<file path="src/rtl/npu_stream_sequencer.sv">
// npu_stream_sequencer: pushes config and input ROM contents into an NPU, then drains
// its results and checks them against an expected-value ROM within +/-TOL.
// state | meaning
// IDLE  | waiting for start
// CFG   | pushing config words
// IN    | pushing input words
// CHK   | draining and comparing results
// DONE  | finished, pass/err_count/timeout valid; start restarts
module npu_stream_sequencer #(
  parameter int CFG_WIDTH  = 26,
  parameter int DATA_WIDTH = 32,
  parameter int ADDR_W     = 11,
  parameter int CFG_WORDS  = 312,
  parameter int IN_WORDS   = 4,
  parameter int OUT_WORDS  = 1,
  parameter int TOL        = 0,
  parameter int TIMEOUT    = 1024
) (
  input  logic                  CLK,
  input  logic                  RST,
  input  logic                  start,
  output logic [ADDR_W-1:0]     cfg_rom_addr,
  input  logic [CFG_WIDTH-1:0]  cfg_rom_data,
  output logic [CFG_WIDTH-1:0]  npu_config_data,
  output logic                  npu_config_fifo_write_enable,
  input  logic                  npu_config_fifo_full,
  output logic [ADDR_W-1:0]     in_rom_addr,
  input  logic [DATA_WIDTH-1:0] in_rom_data,
  output logic [DATA_WIDTH-1:0] npu_input_data,
  output logic                  npu_input_fifo_write_enable,
  input  logic                  npu_input_fifo_full,
  output logic [ADDR_W-1:0]     exp_rom_addr,
  input  logic [DATA_WIDTH-1:0] exp_rom_data,
  input  logic [DATA_WIDTH-1:0] npu_output_data,
  input  logic                  npu_output_fifo_empty,
  output logic                  npu_output_fifo_read_enable,
  output logic                  busy,
  output logic                  done,
  output logic                  pass,
  output logic [15:0]           err_count,
  output logic                  timeout
);
  localparam int HW = (CFG_WIDTH > DATA_WIDTH) ? CFG_WIDTH : DATA_WIDTH;
  localparam int CW = ADDR_W + 1;
  localparam logic [CW-1:0]         CFG_N    = CW'(CFG_WORDS);
  localparam logic [CW-1:0]         IN_N     = CW'(IN_WORDS);
  localparam logic [CW-1:0]         OUT_N    = CW'(OUT_WORDS);
  localparam logic [ADDR_W-1:0]     CFG_LAST = ADDR_W'(CFG_WORDS - 1);
  localparam logic [ADDR_W-1:0]     IN_LAST  = ADDR_W'(IN_WORDS - 1);
  localparam logic [ADDR_W-1:0]     OUT_LAST = ADDR_W'(OUT_WORDS - 1);
  localparam logic [16:0]           WD_LAST  = 17'(TIMEOUT - 1);
  localparam logic [DATA_WIDTH-1:0] TOL_V    = DATA_WIDTH'(TOL);

  typedef enum logic [2:0] {S_IDLE, S_CFG, S_IN, S_CHK, S_DONE} state_t;
  state_t state;

  logic [CW-1:0]         nxt, acc_cnt, rd_cnt, cmp_cnt;
  logic                  pend, hold_valid, rd_pend;
  logic [HW-1:0]         hold_data;
  logic [16:0]           wd;

  logic                  in_cfg, in_in, in_push, in_chk;
  logic [CW-1:0]         n_words, nxt_n, rd_cnt_n;
  logic [ADDR_W-1:0]     last_a, addr_n, exp_addr_n;
  logic                  accepted, push_last, slot_ok, fetch, rewind, load;
  logic [DATA_WIDTH-1:0] diff;
  logic [15:0]           err_n;
  logic                  chk_last, progress, wd_fire;

  assign in_cfg  = (state == S_CFG);
  assign in_in   = (state == S_IN);
  assign in_push = in_cfg | in_in;
  assign in_chk  = (state == S_CHK);

  assign n_words = in_cfg ? CFG_N : IN_N;
  assign last_a  = in_cfg ? CFG_LAST : IN_LAST;

  assign npu_config_fifo_write_enable = in_cfg & hold_valid & ~npu_config_fifo_full;
  assign npu_input_fifo_write_enable  = in_in & hold_valid & ~npu_input_fifo_full;
  assign npu_config_data = hold_data[CFG_WIDTH-1:0];
  assign npu_input_data  = hold_data[DATA_WIDTH-1:0];

  assign accepted  = npu_config_fifo_write_enable | npu_input_fifo_write_enable;
  assign push_last = accepted & (acc_cnt == n_words - CW'(1));
  assign slot_ok   = ~hold_valid | accepted;
  assign fetch     = in_push & slot_ok & (nxt < n_words);
  // Fetched data that cannot land in a still-occupied hold register is dropped and re-fetched.
  assign rewind    = in_push & pend & ~slot_ok;
  assign load      = in_push & pend & slot_ok;
  assign nxt_n     = rewind ? nxt - CW'(1) : (fetch ? nxt + CW'(1) : nxt);
  assign addr_n    = (nxt_n >= n_words) ? last_a : nxt_n[ADDR_W-1:0];

  assign npu_output_fifo_read_enable = in_chk & ~npu_output_fifo_empty & (rd_cnt < OUT_N);
  assign rd_cnt_n   = rd_cnt + CW'(npu_output_fifo_read_enable);
  assign exp_addr_n = (rd_cnt_n >= OUT_N) ? OUT_LAST : rd_cnt_n[ADDR_W-1:0];
  assign diff       = (npu_output_data >= exp_rom_data) ? npu_output_data - exp_rom_data
                                                        : exp_rom_data - npu_output_data;
  assign err_n      = err_count + 16'(rd_pend & (diff > TOL_V) & ~(&err_count));
  assign chk_last   = rd_pend & (cmp_cnt == OUT_N - CW'(1));

  assign progress = accepted | npu_output_fifo_read_enable;
  assign wd_fire  = (in_push | in_chk) & ~progress & (wd == WD_LAST);

  always_ff @(posedge CLK) begin
    if (RST) begin
      state        <= S_IDLE;
      nxt          <= '0;
      acc_cnt      <= '0;
      rd_cnt       <= '0;
      cmp_cnt      <= '0;
      pend         <= 1'b0;
      hold_valid   <= 1'b0;
      hold_data    <= '0;
      rd_pend      <= 1'b0;
      wd           <= '0;
      cfg_rom_addr <= '0;
      in_rom_addr  <= '0;
      exp_rom_addr <= '0;
      busy         <= 1'b0;
      done         <= 1'b0;
      pass         <= 1'b0;
      err_count    <= '0;
      timeout      <= 1'b0;
    end else begin
      if (in_push | in_chk) wd <= progress ? '0 : wd + 17'd1;
      case (state)
        S_IDLE, S_DONE: begin
          if (start) begin
            state        <= S_CFG;
            nxt          <= '0;
            acc_cnt      <= '0;
            rd_cnt       <= '0;
            cmp_cnt      <= '0;
            pend         <= 1'b0;
            hold_valid   <= 1'b0;
            rd_pend      <= 1'b0;
            wd           <= '0;
            cfg_rom_addr <= '0;
            in_rom_addr  <= '0;
            exp_rom_addr <= '0;
            busy         <= 1'b1;
            done         <= 1'b0;
            pass         <= 1'b0;
            err_count    <= '0;
            timeout      <= 1'b0;
          end
        end
        S_CFG, S_IN: begin
          pend       <= fetch;
          hold_valid <= load | (hold_valid & ~accepted);
          if (load) hold_data <= in_cfg ? HW'(cfg_rom_data) : HW'(in_rom_data);
          nxt     <= nxt_n;
          acc_cnt <= acc_cnt + CW'(accepted);
          if (in_cfg) cfg_rom_addr <= addr_n;
          else        in_rom_addr  <= addr_n;
          if (push_last) begin
            nxt        <= '0;
            acc_cnt    <= '0;
            pend       <= 1'b0;
            hold_valid <= 1'b0;
            state      <= in_cfg ? S_IN : S_CHK;
          end
        end
        S_CHK: begin
          rd_pend      <= npu_output_fifo_read_enable;
          rd_cnt       <= rd_cnt_n;
          exp_rom_addr <= exp_addr_n;
          if (rd_pend) cmp_cnt <= cmp_cnt + CW'(1);
          err_count <= err_n;
          if (chk_last) begin
            state <= S_DONE;
            busy  <= 1'b0;
            done  <= 1'b1;
            pass  <= (err_n == 16'd0);
          end
        end
        default: state <= S_IDLE;
      endcase
      if (wd_fire) begin
        state      <= S_DONE;
        busy       <= 1'b0;
        done       <= 1'b1;
        pass       <= 1'b0;
        timeout    <= 1'b1;
        pend       <= 1'b0;
        hold_valid <= 1'b0;
        rd_pend    <= 1'b0;
      end
    end
  end
endmodule

</file>
<file path="config.mk">
export PLATFORM = sky130hd
export DESIGN_NAME = npu_stream_sequencer
export DESIGN_NICKNAME = d
export VERILOG_FILES = /design/src/rtl/npu_stream_sequencer.sv
export SDC_FILE = /design/constraint.sdc
export NUM_CORES = 1
export LEC_CHECK = 0
export BUFFER_PORTS_ARGS = -buffer_cell sky130_fd_sc_hd__buf_2
export CORE_UTILIZATION = 45
export DETAILED_ROUTE_END_ITERATION = 7
export HOLD_SLACK_MARGIN = 0.03
export PLACE_DENSITY = 0.71
export SLEW_MARGIN = 20
export SYNTH_ARGS = -nofsm -noshare
export SYNTH_HDL_FRONTEND = slang
export SYNTH_SLANG_ARGS = --single-unit
</file>
<file path="constraint.sdc">
create_clock -name CLK -period 5.7 [get_ports CLK]
set_input_delay 1.425 -clock CLK [delete_from_list [all_inputs] [get_ports CLK]]
set_output_delay 1.425 -clock CLK [all_outputs]
set_load 0.03 [all_outputs]
</file>
Yosys cells after proc, flatten, opt, wreduce, memory -nomap -nowiden
Cells that the tools add are included.
{"block": "word_totals", "out_inout_bits": 114, "wordCells": 155, "regBits": 156, "input_bits": 128}
{"block": "op_classes", "bitwise": 32, "addsub": 10, "n_eq_ne": 15, "n_lt_le_gt_ge": 6, "reduce_logical": 23, "n_mux": 50}
{"cell": "12-bit one-hot mux with 2 select lines", "count": 4}
{"cell": "12-bit 2-to-1 mux", "count": 6}
{"cell": "17-bit 2-to-1 mux", "count": 4}
{"cell": "11-bit one-hot mux with 2 select lines", "count": 3}
{"cell": "32-bit 2-to-1 mux", "count": 2}
{"cell": "32-bit subtractor", "count": 2}
{"cell": "11-bit 2-to-1 mux", "count": 5}
{"cell": "32-bit greater-or-equal comparator", "count": 1}
{"cell": "32-bit by 1-bit greater-than comparator with 1-bit output, second input constant", "count": 1}
{"cell": "16-bit one-hot mux with 2 select lines", "count": 1}
{"cell": "12-bit by 1-bit adder with 12-bit output", "count": 2}
{"cell": "12-bit by 1-bit adder with 12-bit output, second input constant", "count": 2}
{"cell": "3-bit AND reduction", "count": 7}
{"cell": "9-bit 2-to-1 mux", "count": 2}
{"cell": "17-bit by 1-bit adder with 17-bit output, second input constant", "count": 1}
{"cell": "1-bit AND", "count": 17}
{"cell": "17-bit by 10-bit == test with 1-bit output, second input constant", "count": 1}
{"cell": "16-bit adder", "count": 1}
{"cell": "1-bit by 16-bit AND with 16-bit output", "count": 1}
{"cell": "16-bit logical NOT", "count": 1}
{"cell": "16-bit 2-to-1 mux", "count": 1}
{"cell": "1-bit inverter with 16-bit output", "count": 1}
{"cell": "16-bit AND reduction", "count": 1}
{"cell": "12-bit == test", "count": 1}
{"cell": "other kinds (25)", "count": 68}

Longest topological paths before layout
Gate-level depths: netlist of the first run.
{"block": "depth", "depth_word": 13, "ltp_mapped": 27, "mapped_depth_nobuf": 25}

Worst setup path after synthesis of the first run
Ideal clock, no wire load.
{"block": "synth_timing", "path_kind": "input -> register", "startpoint": "input port exp_rom_data[23]", "endpoint": "register pass", "cell_stages": 27, "setup_slack_ns": -0.389, "path_buffers": 2, "required_ns": 5.630, "setup_ns": 0.070, "arrival_time_ns": 6.019, "path_cell_list": "inv_1 -> ha_1 -> clkbuf_1 -> a21o_1 -> o21bai_1 -> a21o_1 -> a21oi_1 -> o21ai_1 -> nor2_4 -> buf_2 -> nand3_1 -> a221o_1 -> o21ai_0 -> nand4_1 -> a2111oi_0 -> nor2_1 -> ha_1 -> ha_1 -> nand3_1 -> nor2_1 -> and4_1 -> and3_1 -> nor3_1 -> a31oi_1 -> nor4_1 -> nand3_1 -> a21oi_1"}
{"block": "synth_between", "elab_chain_len": 9, "elab_cells_between_ends": 11, "classes_between": "add/sub (3); order compare (2); mux (3); bitwise (2); reduce/logical (1)"}
{"element": "start, declared", "line": "33", "text": "input logic [DATA_WIDTH-1:0] exp_rom_data,"}
{"element": "32-bit subtractor (tied with other cells)", "line": "97", "text": ": exp_rom_data - npu_output_data;"}
{"element": "32-bit 2-to-1 mux *", "line": "96", "text": "assign diff = (npu_output_data >= exp_rom_data) ? npu_output_data - exp_rom_data"}
{"element": "32-bit by 1-bit greater-than comparator with 1-bit output *", "line": "98", "text": "assign err_n = err_count + 16'(rd_pend & (diff > TOL_V) & ~(&err_count));"}
{"element": "1-bit AND *", "line": "98"}
{"element": "1-bit by 16-bit AND with 16-bit output *", "line": "98"}
{"element": "16-bit adder *", "line": "98"}
{"element": "16-bit logical NOT *", "line": "174", "text": "pass <= (err_n == 16'd0);"}
{"element": "1-bit 2-to-1 mux *", "line": "170", "text": "if (chk_last) begin"}
{"element": "1-bit one-hot mux with 2 select lines *", "line": "126", "text": "case (state)"}
{"element": "end signal, assigned", "line": "174"}
{"element": "end, declared", "line": "39", "text": "output logic pass,"}
Mark *: on every way between the ends. The rest lies on a longest branch, timed or not. The select of a mux whose other input is x is not followed.
A chain may end at the register's enable or synchronous reset.

Final worst setup path of the first run
Same ends and word-level chain as after synthesis.

==> run metrics, run 1 <==
result of the run complete, no violations; total wire length after detailed routing 34480 µm; register-to-register setup slack 900 ps; Worst slew margin 39.65%; Mapped Avg Cell Area 7.445 µm²; worst ir drop on vdd 0.1879 mV; maxcap violations 0; Setup crit end kind flop; startpoint of the tightest hold check path npu_input_data[29]; clock slew at reported path FFs 70 ps; logic depth of the worst register-to-register path 13; Layout Nets 2084; biggest area contributors in the synthesized netlist sky130_fd_sc_hd__dfxtp_1 (28%), sky130_fd_sc_hd__ha_1 (9.4%), sky130_fd_sc_hd__nor2_1 (6.5%); total congestion overflow 0; unrepaired setup endpoints after global routing true; post-placement worst setup slack -505.4 ps; diode count 0; most frequent cell after synthesis sky130_fd_sc_hd__nor2_1; worst skew pair latency 430 ps; initial detailed-routing violation count 862; count of endpoints failing setup in the final report 0; number of DRC violations after detailed routing 0; vertical die dimension 158.7 µm; share of layout cells above drive strength 1 32.24%; post-route minimum period 5515 ps; via-per-instance ratio 5.534; TritonCTS clock tree yes; Core Util, Final 63.80%; fill cell total of the finished layout 2017; Worst Path Arrival 5870 ps; Crit Path Category in2reg; CTS root buf sky130_fd_sc_hd__clkbuf_16; count of vias placed by the detailed router 12203; vias in the first global route 11111; post-route setup slack 185.3 ps; Max Slew Vio Count 0; Critical Path RT 6060 ps; top sig layer met4; standard-cell rows 56; area of the mapped netlist 11050 µm²; cell count after synthesis 1484; sequential fraction of the synthesis area 28.27%; post-route ant nets 0; DIE AREA 25180 µm²; Leakage 7.031 nW; r2r startpoint state[2]; global-route total usage across every layer 26.26%; share of synthesized flip-flops with an asynchronous set or reset 0%; instance count along the most critical hold path 2; dominant synthesized flop cell sky130_fd_sc_hd__dfxtp_1; placed instance count 2158; global-route wire length before repair 53520 µm; worst hold path endpoint npu_input_data[29]; number of nets in the synthesized netlist 1695; commonest cells in the synthesized netlist sky130_fd_sc_hd__nor2_1 (192), sky130_fd_sc_hd__nand2_1 (173), sky130_fd_sc_hd__dfxtp_1 (156), sky130_fd_sc_hd__a21oi_1 (121), sky130_fd_sc_hd__inv_1 (84); Post-Layout Cell Count 2205; Port-buffer cells 241; nature of the critical path startpoint input pin; end of the worst register-to-register path in_rom_addr[4]; hold buffer count at CTS 0; total met2 wirelength after detailed routing 16570 µm; CTS max path bufs 2; Core Area 23750 µm²; largest net degree at the start of global routing 59; post-detailed-placement half-perimeter wirelength 26060 µm; H-tree levels 4; Achievable Freq 181.3 MHz; number of flops mapped to enable cells by yosys 0; post-route total power 4.321 mW; number of top-level pins 242; area delta synth->final 37.16%; Tcrit/Tclk final 96.75%; Synth top area share 28.27%; crit path max fanout 8; detailed-routing iteration count for the pre-antenna-repair pass 5; routed length on met1 15240 µm; count of unique library cells instantiated by Yosys 77; clock buffer count from CTS 17; initial cell density of the core 46.51%; width of the chip 158.7 µm; power density of the placed cells 285.2 nW/µm²; worst min-delay path class reg2reg; wire length on met3 1980 µm; number of sinks driven by the clock tree 156; WL per Instance 15.64 µm; library cell occupying the most area in the post-synthesis netlist sky130_fd_sc_hd__dfxtp_1; flops & latches, synth 156; Hold Fails Final Rpt 0; Final Cell Area 15150 µm²; final weighted congestion in routability-driven placement 0.9705; final worst clock skew 10.02 ps; number of warnings reported in the yosys synthesis log 0; slew of the pin with the lowest slew margin 905.2 ps; post-place instance area 13830 µm²; number of antenna violations at the first check in global routing 0
[flip-flops by register name, summed over array words and instances, names as in the netlist, 12 cells and up]
register / cells
npu_input_data: 32
wd: 17
err_count: 16
acc_cnt: 12
cmp_cnt: 12
nxt: 12
rd_cnt: 12
[cell usage in the layout (no fill, tap or decap), types with 9 or more instances in the layout]
| cell type | netlist | final |
|---|---|---|
| sky130_fd_sc_hd__inv_2 | 0 | 9 |
| sky130_fd_sc_hd__a21o_1 | 28 | 27 |
| sky130_fd_sc_hd__nand2_1 | 173 | 170 |
| sky130_fd_sc_hd__o21ai_0 | 67 | 57 |
| sky130_fd_sc_hd__nor2_1 | 192 | 189 |
| sky130_fd_sc_hd__xor2_1 | 35 | 35 |
| sky130_fd_sc_hd__a21oi_1 | 121 | 110 |
| sky130_fd_sc_hd__nand3_1 | 51 | 50 |
| sky130_fd_sc_hd__o21ai_1 | 8 | 14 |
| sky130_fd_sc_hd__nand4_1 | 23 | 23 |
| sky130_fd_sc_hd__buf_6 | 1 | 16 |
| sky130_fd_sc_hd__dfxtp_1 | 156 | 156 |
| sky130_fd_sc_hd__ha_4 | 0 | 20 |
| sky130_fd_sc_hd__nor3_1 | 31 | 26 |
| sky130_fd_sc_hd__xnor2_1 | 34 | 34 |
| sky130_fd_sc_hd__o21bai_1 | 10 | 9 |
| sky130_fd_sc_hd__and3_1 | 42 | 41 |
| sky130_fd_sc_hd__a22oi_1 | 20 | 20 |
| sky130_fd_sc_hd__a31oi_1 | 11 | 10 |
| sky130_fd_sc_hd__a311oi_1 | 29 | 29 |
| sky130_fd_sc_hd__a22o_1 | 10 | 10 |
| sky130_fd_sc_hd__mux2i_1 | 15 | 12 |
| sky130_fd_sc_hd__nor4_1 | 20 | 15 |
| sky130_fd_sc_hd__inv_1 | 84 | 74 |
| sky130_fd_sc_hd__ha_1 | 83 | 61 |
| sky130_fd_sc_hd__a21oi_2 | 1 | 9 |
| sky130_fd_sc_hd__buf_4 | 28 | 216 |
| sky130_fd_sc_hd__clkbuf_16 | 0 | 17 |
| sky130_fd_sc_hd__buf_2 | 9 | 238 |
| sky130_fd_sc_hd__and2_1 | 10 | 10 |
| sky130_fd_sc_hd__o211ai_1 | 15 | 15 |
[layer usage]
metal | track usage (%) | vias to the layer above
li1 | - | 6022
met1 | 34.61 | 5677
met2 | 44.55 | 436
met3 | 3.457 | 68
met4 | 7.463 | 0
met5 | 0 | -
[worst max-delay path, cell delays in order]
cell	delay (ps)
sky130_fd_sc_hd__buf_2	100
sky130_fd_sc_hd__inv_1	80
sky130_fd_sc_hd__ha_4	210
sky130_fd_sc_hd__a21o_1	190
sky130_fd_sc_hd__o21bai_1	180
sky130_fd_sc_hd__a21o_1	190
sky130_fd_sc_hd__a21oi_2	160
sky130_fd_sc_hd__o21ai_2	120
sky130_fd_sc_hd__buf_6	160
sky130_fd_sc_hd__nor3_2	220
sky130_fd_sc_hd__o311a_1	230
sky130_fd_sc_hd__nand3b_1	120
sky130_fd_sc_hd__nor4_2	290
sky130_fd_sc_hd__nand4_1	220
sky130_fd_sc_hd__a2111oi_4	330
sky130_fd_sc_hd__nor2_1	90
sky130_fd_sc_hd__ha_2	200
sky130_fd_sc_hd__ha_4	180
sky130_fd_sc_hd__nand3_4	90
sky130_fd_sc_hd__nor2_4	40
sky130_fd_sc_hd__and4_1	210
sky130_fd_sc_hd__and3_4	190
sky130_fd_sc_hd__nor3_2	100
sky130_fd_sc_hd__a31oi_1	60
sky130_fd_sc_hd__nor4_2	270
sky130_fd_sc_hd__nand3_1	100
sky130_fd_sc_hd__a21oi_1	120
[area by class of cell]
type / instances / area [µm²] / area share (%)
Timing Repair Buffer: 471 / 3020 / 19.93
Clock inverter: 14 / 167.7 / 1.106
Inverter: 84 / 317.8 / 2.097
Sequential cell: 156 / 3123 / 20.61
Clock buffer: 18 / 429.2 / 2.832
Multi-Input combinational cell: 1143 / 7696 / 50.79
Tap cell: 319 / 399.1 / 2.634
[logic make-up (layout without fill, tap and decap cells)]
group | count (synthesis) | in the layout | synth area share (%)
AOI/OAI and AO/OA | 388 | 388 | 23.25
buffers and inverters | 185 | 587 | 7.418
and+or+nand+nor | 586 | 586 | 24.59
DFF | 156 | 156 | 28.27
xor gates and xnor gates | 70 | 70 | 5.617
adders and majority gates | 83 | 83 | 9.400
muxes | 16 | 16 | 1.461
[repair_timing]
| action | 4_1_cts | 5_1_grt |
|---|---|---|
| pin swaps | 1 | 37 |
| gates resized for setup | 4 | 113 |
| endpoints found under the setup margin | 1 | 7 |
| setup buffers | 3 | 12 |
[worst max path at each step]
stage | startpoint | end | cells past startpoint
final | exp_rom_data[23] | pass | 27
after CTS | exp_rom_data[8] | pass | 27
after global routing | exp_rom_data[7] | pass | 25
after floorplan | exp_rom_data[23] | pass | 27
after global placement | exp_rom_data[7] | pass | 27
after detailed placement | exp_rom_data[7] | pass | 26
[where the power goes]
group	switching, mW	internal (mW)	leakage, nW	total (mW)
clock network	0.518	0.628	0.290	1.15
logic	1.22	0.704	5.48	1.93
registers	0.0795	1.17	1.26	1.25
[through the flow]
step | setup TNS (ps) | hold slack [ps]
after floorplan | 0 | 447.9
after global placement | -1333 | 436.1
after detailed placement | -1678 | 443.3
after CTS | 0 | 457.1
after global routing | -38.58 | 466.7
final | 0 | 455.3
Power figures use the tool's default switching activity.
==> run 2, diff against run 1 <==
--- a/config.mk
+++ b/config.mk
@@ -9,7 +9,8 @@
 export CORE_UTILIZATION = 45
 export DETAILED_ROUTE_END_ITERATION = 7
 export HOLD_SLACK_MARGIN = 0.03
-export PLACE_DENSITY = 0.71
+export MAX_ROUTING_LAYER = met4
+export PLACE_DENSITY = 0.68
 export SLEW_MARGIN = 20
 export SYNTH_ARGS = -nofsm -noshare
 export SYNTH_HDL_FRONTEND = slang
==> constraint.sdc (replaced) <==
create_clock -name CLK -period 5.1 [get_ports CLK]
set_input_delay 1.275 -clock CLK [delete_from_list [all_inputs] [get_ports CLK]]
set_output_delay 1.275 -clock CLK [all_outputs]
set_load 0.03 [all_outputs]
==> run 2 against run 1 <==
  * The run now ends with negative setup slack left
  * Sequential power up 12%
  * Clock skew up 4.0 ps
  * Flip-flop and latch count unchanged
  * Global-route usage up 1.6 points
  * First-iteration DRC count down 5.3%
  * Power up 12%
  * Wire length up 2.4%
  * Final cell count up 0.36%
==> run metrics, run 2 (synthesis results as in run 1) <==
number of DRC violations after detailed routing 0 (unchanged); Min Hold Slack 450.3 ps (was 455.3 ps); number of sinks driven by the clock tree 156 (unchanged); vertical die dimension 158.7 µm (unchanged); DIE AREA 25180 µm² (unchanged); area taken by flip-flops and latches 3123 µm² (unchanged); Setup crit end kind flop (unchanged); fill cell total of the finished layout 2103 (was 2017); register-to-register setup slack 460 ps (was 900 ps); H-tree levels 4 (unchanged); largest net degree at the start of global routing 57 (was 59); worst min-delay path class reg2reg (unchanged); Achievable Freq 178.8 MHz; maxcap violations 0 (unchanged); most common cell after layout, fill and taps aside sky130_fd_sc_hd__buf_2 (unchanged); area of the multi-input gates 7752 µm² (was 7696 µm²); detailed-routing iteration count for the pre-antenna-repair pass 7 (was 5); initial cell density of the core 46.51% (unchanged); nature of the critical path startpoint input pin (unchanged); Layout Nets 2092 (was 2084); final weighted congestion in routability-driven placement 0.9786 (was 0.9705); Worst Path Arrival 5960 ps (was 5870 ps); failing checks negative setup slack; count of vias placed by the detailed router 12057 (was 12203); placed instance count 2157 (was 2158); biggest cell delay along the critical path 390 ps (was 330 ps); total congestion overflow 0 (unchanged); crit path max fanout 8 (unchanged); post-route setup slack -492.3 ps (was 185.3 ps); post-detailed-placement half-perimeter wirelength 27080 µm (was 26060 µm); unrepaired setup endpoints after global routing true (unchanged); Post-Layout Cell Count 2213 (was 2205); Final Cell Area 15310 µm² (was 15150 µm²); post-route total power 4.855 mW (was 4.321 mW); TritonCTS clock tree yes (unchanged); diode count 0 (unchanged); Worst slew margin 34.94% (was 39.65%); Hold Fails Final Rpt 0 (unchanged); Max Slew Vio Count 0 (unchanged); post-route ant nets 0 (unchanged); Critical Path RT 5460 ps (was 6060 ps); Leakage 7.135 nW (was 7.031 nW); Setup TNS -1932 ps (was 0 ps); CTS root buf sky130_fd_sc_hd__clkbuf_16 (unchanged); share of layout cells above drive strength 1 33.53% (was 32.24%); global-route total usage across every layer 27.88% (was 26.26%); post-placement worst setup slack -1185 ps (was -505.4 ps); flip-flop count of the largest register, all copies and words added 32 (unchanged); cell family contributing the most delay on the critical path simple AND/OR/NAND/NOR gates (unchanged); power density of the placed cells 317.1 nW/µm² (was 285.2 nW/µm²); post-place instance area 14060 µm² (was 13830 µm²); most frequent cells in the layout sky130_fd_sc_hd__buf_2 (233), sky130_fd_sc_hd__buf_4 (227), sky130_fd_sc_hd__nor2_1 (184) (was sky130_fd_sc_hd__buf_2 (238), sky130_fd_sc_hd__buf_4 (216), sky130_fd_sc_hd__nor2_1 (189)); number of antenna violations at the first check in global routing 0 (unchanged); WL per Instance 15.96 µm (was 15.64 µm); result of the run complete, but fails checks (was complete, no violations); hold buffer count at CTS 0 (unchanged); area delta synth->final 38.60% (was 37.16%); worst skew pair latency 440 ps (was 430 ps); final worst clock skew 14.04 ps (was 10.02 ps); Tcrit/Tclk final 109.7%; worst ir drop on vdd 0.2236 mV (was 0.1879 mV); worst path buffer plus inverter count 4 (was 3); clock buffer count from CTS 17 (unchanged); standard-cell rows 56 (unchanged); CTS max path bufs 2 (unchanged); Core Util, Final 64.46% (was 63.80%); post-route minimum period 5592 ps; count of endpoints failing setup in the final report 9 (was 0); Port-buffer cells 241 (unchanged); initial detailed-routing violation count 816 (was 862); number of top-level pins 242 (unchanged); slowest cell on the critical path sky130_fd_sc_hd__a2111oi_4 (unchanged); Crit Path Category in2reg (unchanged); global-route wire length before repair 54530 µm (was 53520 µm); vias in the first global route 11148 (was 11111); slew of the pin with the lowest slew margin 972.3 ps (was 905.2 ps); clock slew at reported path FFs 70 ps (about the same); Core Area 23750 µm² (unchanged); via-per-instance ratio 5.448 (was 5.534); total wire length after detailed routing 35310 µm (was 34480 µm); width of the chip 158.7 µm (unchanged)
==> run 2: cell types whose count changed in the layout (fill, tap and decap cells not counted), sizes merged <==
cell | previous run | this run
clkbuf | 18 | 17
clkinvlp | 1 | 0
clkinv | 3 | 7
buf | 471 | 479
bufinv | 1 | 0
inv | 93 | 92
==> run 2: path summary, 6_finish.rpt <==
check,start,endpoint,depth (start not counted)
worst max register to register,state[0],in_rom_addr[5],15
worst min register to register,npu_input_data[31],npu_input_data[31],2
worst max-delay path,npu_output_data[10],pass,28
worst min-delay path,npu_input_data[31],npu_input_data[31],2
==> run 2: power breakdown <==
group          switching [mW]  internal (mW)
clock                   0.609          0.660
combinational            1.38          0.805
sequential             0.0907           1.31
==> run 2: timing repair <==
action                                  4_1_cts  5_1_grt
endpoints found under the setup margin       15       27
resized for setup                            54       60
buffers inserted                             16       12
pin swaps                                    32       23
==> run 2: layout make-up <==
class	count	share of cell area, %
Clock inverter	15	1.079
Tap cell	319	2.607
Timing Repair Buffer	479	20.39
Sequential cell	156	20.40
Multi-Input combinational cell	1143	50.63
Inverter	84	2.125
Clock buffer	17	2.778
==> run 2: routing by layer <==
| layer | track usage (%) | vias to the layer above | wire length (µm) |
|---|---|---|---|
| met2 | 45.07 | 334 | 16710 |
| met3 | 3.430 | 44 | 1767 |
| met1 | 36.38 | 5657 | 16180 |
| met4 | 8.059 | 0 | 659 |
| li1 | - | 6022 | - |
| met5 | - | - | 0 |
==> run 2: worst reg2reg max path, cell delays in order (launching register included) <==
cell	delay, ps
sky130_fd_sc_hd__dfxtp_1	550
sky130_fd_sc_hd__nor3b_4	270
sky130_fd_sc_hd__clkinv_1	180
sky130_fd_sc_hd__buf_4	300
sky130_fd_sc_hd__ha_1	330
sky130_fd_sc_hd__o21ai_0	100
sky130_fd_sc_hd__a2111oi_2	480
sky130_fd_sc_hd__a2111oi_4	120
sky130_fd_sc_hd__and3_1	250
sky130_fd_sc_hd__a31oi_1	310
sky130_fd_sc_hd__xnor2_1	180
sky130_fd_sc_hd__ha_1	230
sky130_fd_sc_hd__nor4_1	570
sky130_fd_sc_hd__o211ai_4	280
sky130_fd_sc_hd__nor2_4	270
sky130_fd_sc_hd__a22o_1	160
